## config.mk

```make
export PLATFORM = sky130hd
export DESIGN_NAME = alu_issue_ctrl
export DESIGN_NICKNAME = d
export VERILOG_FILES = /design/src/rtl/alu_pkg.sv /design/src/rtl/alu_rsp_fifo.sv /design/src/rtl/alu_issue_ctrl.sv
export SDC_FILE = /design/constraint.sdc
export NUM_CORES = 1
export LEC_CHECK = 0
export CORE_ASPECT_RATIO = 0.6
export CORE_UTILIZATION = 60
export CTS_CLUSTER_SIZE = 24
export DETAILED_ROUTE_END_ITERATION = 10
export DONT_BUFFER_PORTS = 1
export GPL_ROUTABILITY_DRIVEN = 0
export PLACE_DENSITY = 0.83
export SLEW_MARGIN = 20
export SYNTH_ARGS = -nofsm -noshare
export SYNTH_HDL_FRONTEND = slang
export SYNTH_SLANG_ARGS = --single-unit
export TNS_END_PERCENT = 100
```

## constraint.sdc

```tcl
create_clock -name clk -period 3 [get_ports clk]
set_input_delay 0.6 -clock clk [delete_from_list [all_inputs] [get_ports clk]]
set_output_delay 0.6 -clock clk [all_outputs]
set_load 0.01 [all_outputs]
```

## src/rtl/alu_pkg.sv

```systemverilog
// rtl/alu_pkg.sv - opcode and ALU select encodings for alu_issue_ctrl, plus the opcode-to-select decode.
package alu_pkg;

    localparam logic [3:0] OP_ADD  = 4'd0;
    localparam logic [3:0] OP_SUB  = 4'd1;
    localparam logic [3:0] OP_SLT  = 4'd2;
    localparam logic [3:0] OP_MUL  = 4'd3;
    localparam logic [3:0] OP_DIV  = 4'd4;
    localparam logic [3:0] OP_AND  = 4'd5;
    localparam logic [3:0] OP_OR   = 4'd6;
    localparam logic [3:0] OP_SHL1 = 4'd7;

    localparam logic [2:0] SEL_ADD  = 3'b000;
    localparam logic [2:0] SEL_SUB  = 3'b001;
    localparam logic [2:0] SEL_SLT  = 3'b010;
    localparam logic [2:0] SEL_MUL  = 3'b011;
    localparam logic [2:0] SEL_DIV  = 3'b100;
    localparam logic [2:0] SEL_AND  = 3'b101;
    localparam logic [2:0] SEL_OR   = 3'b110;
    localparam logic [2:0] SEL_SHL1 = 3'b111;

    // Opcodes 8-15 fall through to ADD; the trap build filters them before issue.
    function automatic logic [2:0] op_to_sel(input logic [3:0] op);
        logic [2:0] sel;
        case (op)
            OP_SUB:  sel = SEL_SUB;
            OP_SLT:  sel = SEL_SLT;
            OP_MUL:  sel = SEL_MUL;
            OP_DIV:  sel = SEL_DIV;
            OP_AND:  sel = SEL_AND;
            OP_OR:   sel = SEL_OR;
            OP_SHL1: sel = SEL_SHL1;
            default: sel = SEL_ADD;
        endcase
        return sel;
    endfunction

endpackage

```

## src/rtl/alu_rsp_fifo.sv

```systemverilog
// rtl/alu_rsp_fifo.sv - synchronous response FIFO; head output is zero whenever the FIFO is empty.
module alu_rsp_fifo #(
    parameter int W     = 8,
    parameter int DEPTH = 2
) (
    input  logic                         clk,
    input  logic                         rst_n,
    input  logic                         push_i,
    input  logic [W-1:0]                 push_data_i,
    input  logic                         pop_i,
    output logic                         valid_o,
    output logic [W-1:0]                 head_o,
    output logic [$clog2(DEPTH):0]       count_o
);
    localparam int AW = $clog2(DEPTH);
    localparam int CW = AW + 1;

    logic [W-1:0]    mem_q [DEPTH];
    logic [AW-1:0]   wr_ptr_q, rd_ptr_q;
    logic [CW-1:0]   count_q, count_d;
    logic            do_push, do_pop;

    assign do_pop  = pop_i & (count_q != '0);
    assign do_push = push_i & ((count_q != CW'(DEPTH)) | do_pop);

    always_comb begin
        count_d = count_q;
        case ({do_push, do_pop})
            2'b10:   count_d = count_q + CW'(1);
            2'b01:   count_d = count_q - CW'(1);
            default: count_d = count_q;
        endcase
    end

    always_ff @(posedge clk or negedge rst_n) begin
        if (!rst_n) begin
            wr_ptr_q <= '0;
            rd_ptr_q <= '0;
            count_q  <= '0;
        end else begin
            if (do_push) wr_ptr_q <= wr_ptr_q + AW'(1);
            if (do_pop)  rd_ptr_q <= rd_ptr_q + AW'(1);
            count_q <= count_d;
        end
    end

    always_ff @(posedge clk) begin
        if (do_push) mem_q[wr_ptr_q] <= push_data_i;
    end

    // Gating the head keeps the response fields at zero under reset without resetting storage.
    assign valid_o = (count_q != '0);
    assign head_o  = valid_o ? mem_q[rd_ptr_q] : '0;
    assign count_o = count_q;

endmodule

```

## src/rtl/alu_issue_ctrl.sv

```systemverilog
// rtl/alu_issue_ctrl.sv - issues tagged requests to a combinational ALU and queues responses.
// Optional macro ALU_TRAP_EN: DIV by zero and illegal opcodes return an error response instead of issuing.
module alu_issue_ctrl
    import alu_pkg::*;
#(
    parameter int WIDTH     = 32,
    parameter int TAG_W     = 4,
    parameter int RSP_DEPTH = 2
) (
    input  logic             clk,
    input  logic             rst_n,
    input  logic             req_valid,
    output logic             req_ready,
    input  logic [3:0]       req_op,
    input  logic [WIDTH-1:0] req_a,
    input  logic [WIDTH-1:0] req_b,
    input  logic [TAG_W-1:0] req_tag,
    output logic [WIDTH-1:0] alu_op1,
    output logic [WIDTH-1:0] alu_op2,
    output logic [2:0]       alu_sel,
    input  logic [WIDTH-1:0] alu_result,
    input  logic             alu_zflag,
    output logic             rsp_valid,
    input  logic             rsp_ready,
    output logic [WIDTH-1:0] rsp_data,
    output logic             rsp_zero,
    output logic [TAG_W-1:0] rsp_tag,
    output logic             rsp_err
);
    localparam int CW = $clog2(RSP_DEPTH) + 1;
    localparam int EW = WIDTH + TAG_W + 2;

    logic [WIDTH-1:0] op1_q, op1_d, op2_q, op2_d;
    logic [2:0]       sel_q, sel_d;
    logic [TAG_W-1:0] tag_q, tag_d;
    logic             exec_vld_q, exec_vld_d;
    logic             trap_q, trap_d, div0_q, div0_d;
    logic [CW-1:0]    fifo_count;
    logic             fifo_pop, accept, trap_req, div0_req;
    logic [EW-1:0]    push_data, head_data;
    logic [WIDTH-1:0] exec_data;
    logic             exec_zero;

    assign fifo_pop  = rsp_valid & rsp_ready;
    // Count the in-flight EXEC slot so an accepted request always has a FIFO entry waiting.
    assign req_ready = ((fifo_count + CW'(exec_vld_q)) < CW'(RSP_DEPTH)) | fifo_pop;
    assign accept    = req_valid & req_ready;

    assign div0_req = (req_op == OP_DIV) && (req_b == '0);
`ifdef ALU_TRAP_EN
    assign trap_req = div0_req || (req_op > OP_SHL1);
`else
    assign trap_req = 1'b0;
`endif

    always_comb begin
        op1_d      = op1_q;
        op2_d      = op2_q;
        sel_d      = sel_q;
        tag_d      = tag_q;
        trap_d     = trap_q;
        div0_d     = div0_q;
        exec_vld_d = accept;
        if (accept) begin
            tag_d  = req_tag;
            trap_d = trap_req;
            div0_d = div0_req;
            if (!trap_req) begin
                op1_d = req_a;
                op2_d = req_b;
                sel_d = op_to_sel(req_op);
            end
        end
    end

    always_ff @(posedge clk or negedge rst_n) begin
        if (!rst_n) begin
            op1_q      <= '0;
            op2_q      <= '0;
            sel_q      <= SEL_ADD;
            tag_q      <= '0;
            trap_q     <= 1'b0;
            div0_q     <= 1'b0;
            exec_vld_q <= 1'b0;
        end else begin
            op1_q      <= op1_d;
            op2_q      <= op2_d;
            sel_q      <= sel_d;
            tag_q      <= tag_d;
            trap_q     <= trap_d;
            div0_q     <= div0_d;
            exec_vld_q <= exec_vld_d;
        end
    end

    assign alu_op1 = op1_q;
    assign alu_op2 = op2_q;
    assign alu_sel = sel_q;

    assign exec_data = trap_q ? (div0_q ? {WIDTH{1'b1}} : '0) : alu_result;
    assign exec_zero = trap_q ? ~div0_q : ~alu_zflag;
    assign push_data = {trap_q, exec_zero, tag_q, exec_data};

    alu_rsp_fifo #(
        .W     (EW),
        .DEPTH (RSP_DEPTH)
    ) u_rsp_fifo (
        .clk         (clk),
        .rst_n       (rst_n),
        .push_i      (exec_vld_q),
        .push_data_i (push_data),
        .pop_i       (fifo_pop),
        .valid_o     (rsp_valid),
        .head_o      (head_data),
        .count_o     (fifo_count)
    );

    assign {rsp_err, rsp_zero, rsp_tag, rsp_data} = head_data;

endmodule
```

==> flow_summary.json <==
{
  "outcome": "complete, no violations",
  "critPathMaxFanout": 30,
  "vias": 2782,
  "slew-limit-headroom": 0.289,
  "clockBufferDepth": 2,
  "hold_ws_ns": 0.0772,
  "dp_slack_ns": 0.933,
  "grt_start_max_net_pins": 77,
  "power_leakage_nw": 2.81,
  "startpoint_type": "flop",
  "num_rows": 27,
  "cp.required_ns": 2.40,
  "criticalPathCategory": "reg2out",
  "num_antenna_cells": 0,
  "overflow": 0,
  "ys_seq_area_frac": 0.682,
  "nets": 457,
  "fin_ws_ns": 0.784,
  "synthToLayoutAreaGrowth_pct": 10.9,
  "finalHoldViolCount": 0,
  "final_common_cell": "dfrtp_1",
  "reg2reg_depth": 7,
  "viasPerCell": 5.68,
  "numCtsBuffers": 17,
  "grt_pass1_vias": 2833,
  "grt_pass1_wl_um": 16200,
  "fin_crit_sh": 0.739,
  "path_cells": "buf_12, mux2i_1, nor2_1",
  "skew_ns": 0.00523,
  "wl_um": 10700,
  "hold_path_class": "in2async",
  "hpwl_um": 7240,
  "detail-route-antenna-nets": 0,
  "maxCapViolCount": 0,
  "drive_above_1_share": 0.317,
  "firstDrtPassIters": 4,
  "synth-seq-cells": 150,
  "pwr_density_cell_nw_per_um2": 1060,
  "coreArea_um2": 9460,
  "fin_crit_ns": 2.22,
  "crit_path_end_kind": "output pin",
  "slowest_stage": "dfrtp_2",
  "wl_per_cell_um": 21.9,
  "route.detailed.drc": 0,
  "syn_inst": 337,
  "die-area_um2": 10500,
  "first_iter_violations": 141,
  "drv_slew": 0,
  "clk_pin_slew_ns": 0.07,
  "fin_tns_setup_ns": 0,
  "utilization": 0.709,
  "rsz0062_at_grt": "no",
  "vdd_drop_max_mv": 0.589,
  "cts_root_buf": "clkbuf_16",
  "synth_area_um2": 6050,
  "io_pins": 216,
  "worst_skew_pair.late_latency_ns": 0.41,
  "start_util": 0.639,
  "grt.total_usage": 0.211,
  "cts_setup_buffers": 0,
  "tightest_slew_ns": 1.06,
  "yosysWarnings": 0,
  "setup_viol": 0,
  "numClockSinks": 150,
  "yosysUniqueCellTypes": 24,
  "die_w_um": 132,
  "htree_num_levels": 4,
  "cp.arrival_ns": 1.62,
  "port_buffers": 0,
  "die_y_um": 79.8,
  "fmax_mhz": 451,
  "p_total_w": 0.00712,
  "syn-mean-instance-area_um2": 17.9,
  "tritoncts": "yes",
  "antenna_found_initial": 0,
  "synth_nets": 447,
  "mostFrequentLayoutCells": "dfrtp_1, edfxtp_1, mux2_4",
  "critical_path.max_stage_delay_ns": 0.54
}
registers in the layout, summed over array words and instances (netlist names):
signal and flops:
alu_op1 32, alu_op2 32, alu_sel 3, exec_vld_q 1, tag_q 4, u_rsp_fifo.count_o 2, u_rsp_fifo.mem_q 74, u_rsp_fifo.rd_ptr_q 1
u_rsp_fifo.wr_ptr_q 1
power by group:
group          total (W)  internal (W)  switching, W  leakage [nW]
registers        0.00336       0.00281      0.000548          1.57
logic            0.00184      0.000887      0.000953         0.982
clock network    0.00192       0.00107      0.000844         0.254
cell type report:
| type | instances | area (um2) |
|---|---|---|
| sequential | 150 | 4130 |
| timing repair buffer | 8 | 118 |
| fill | 596 | 2750 |
| clock buffer | 17 | 425 |
| inverter | 4 | 15.0 |
| multi-input combinational | 166 | 1740 |
| clock inverter | 15 | 119 |
| tap | 130 | 163 |
final timing paths:
kind | startpoint | slack, ns | end
min | rst_n | 0.08 | alu_op1[23]$_DFFE_PN0P_
max reg2reg | u_rsp_fifo.count_o[0]$_DFFE_PN0P_ | 1.00 | u_rsp_fifo.count_o[1]$_DFFE_PN0P_
min in group clk | alu_result[8] | 0.29 | u_rsp_fifo.mem_q[0][8]$_DFFE_PP_
max in group asynchronous | rst_n | 2.59 | u_rsp_fifo.rd_ptr_q$_DFFE_PN0P_
max | u_rsp_fifo.rd_ptr_q$_DFFE_PN0P_ | 0.78 | rsp_data[18]
min reg2reg | tag_q[0]$_DFFE_PN0P_ | 0.48 | u_rsp_fifo.mem_q[1][32]$_DFFE_PP_
synth_stat cells:
library cell,number,area [um2]
and2_1,2,12.5
buf_1,3,11.3
buf_12,7,140
buf_2,3,15.0
buf_4,1,7.51
buf_6,1,11.3
clkbuf_1,2,7.51
conb_1,1,3.75
dfrtp_1,76,1900
edfxtp_1,74,2220
ha_1,1,12.5
inv_1,4,15.0
mux2_2,2,22.5
mux2_4,69,1040
mux2i_1,37,370
nand2b_1,1,6.26
nand4bb_1,1,11.3
nor2_1,41,154
nor2b_1,3,18.8
o211a_1,1,10.0
o21a_1,1,7.51
o31ai_1,1,7.51
xnor2_1,4,35.0
xor2_1,1,8.76
metrics by stage:
stage | instances | area, um2
2_1_floorplan | 337 | 6050
3_3_place_gp | 456 | 6110
3_5_place_dp | 456 | 6110
4_1_cts | 489 | 6690
5_1_grt | 490 | 6710
6_report | 490 | 6710
worst max-delay path: cells and delay by family, from the launching register on:
family / cells / cell delay, ns
flops: 1 / 0.54
buf+inv: 1 / 0.27
mux: 1 / 0.27
simple gates: 1 / 0.10
cells by family (layout without fill, tap and decap cells):
| group | after synthesis | after routing | share of synthesized area |
|---|---|---|---|
| AO/OA/AOI/OAI | 3 | 3 | 0.00414 |
| AND/OR/NAND/NOR | 48 | 48 | 0.0335 |
| multiplexers | 108 | 108 | 0.236 |
| adder cells (fa/ha/maj) | 1 | 1 | 0.00207 |
| other | 1 | 1 | 0.000620 |
| XOR/XNOR | 5 | 5 | 0.00724 |
| buffers and inverters | 21 | 44 | 0.0343 |
| flip-flops | 150 | 150 | 0.682 |
per-layer routing:
| metal | track usage | vias to the layer above | routed length, um |
|---|---|---|---|
| li1 | - | 1222 | - |
| met1 | 0.260 | 1418 | 4410 |
| met2 | 0.342 | 129 | 5310 |
| met3 | 0.0749 | 13 | 867 |
| met4 | 0.0919 | 0 | 155 |
| met5 | 0 | - | 0 |
timing repair:
action,CTS,global route
setup endpoints to repair,0,0
hold endpoints to repair,76,0
hold buffers,1,0
resized for setup,0,0
No activity file was read; power rests on OpenSTA's default activity.
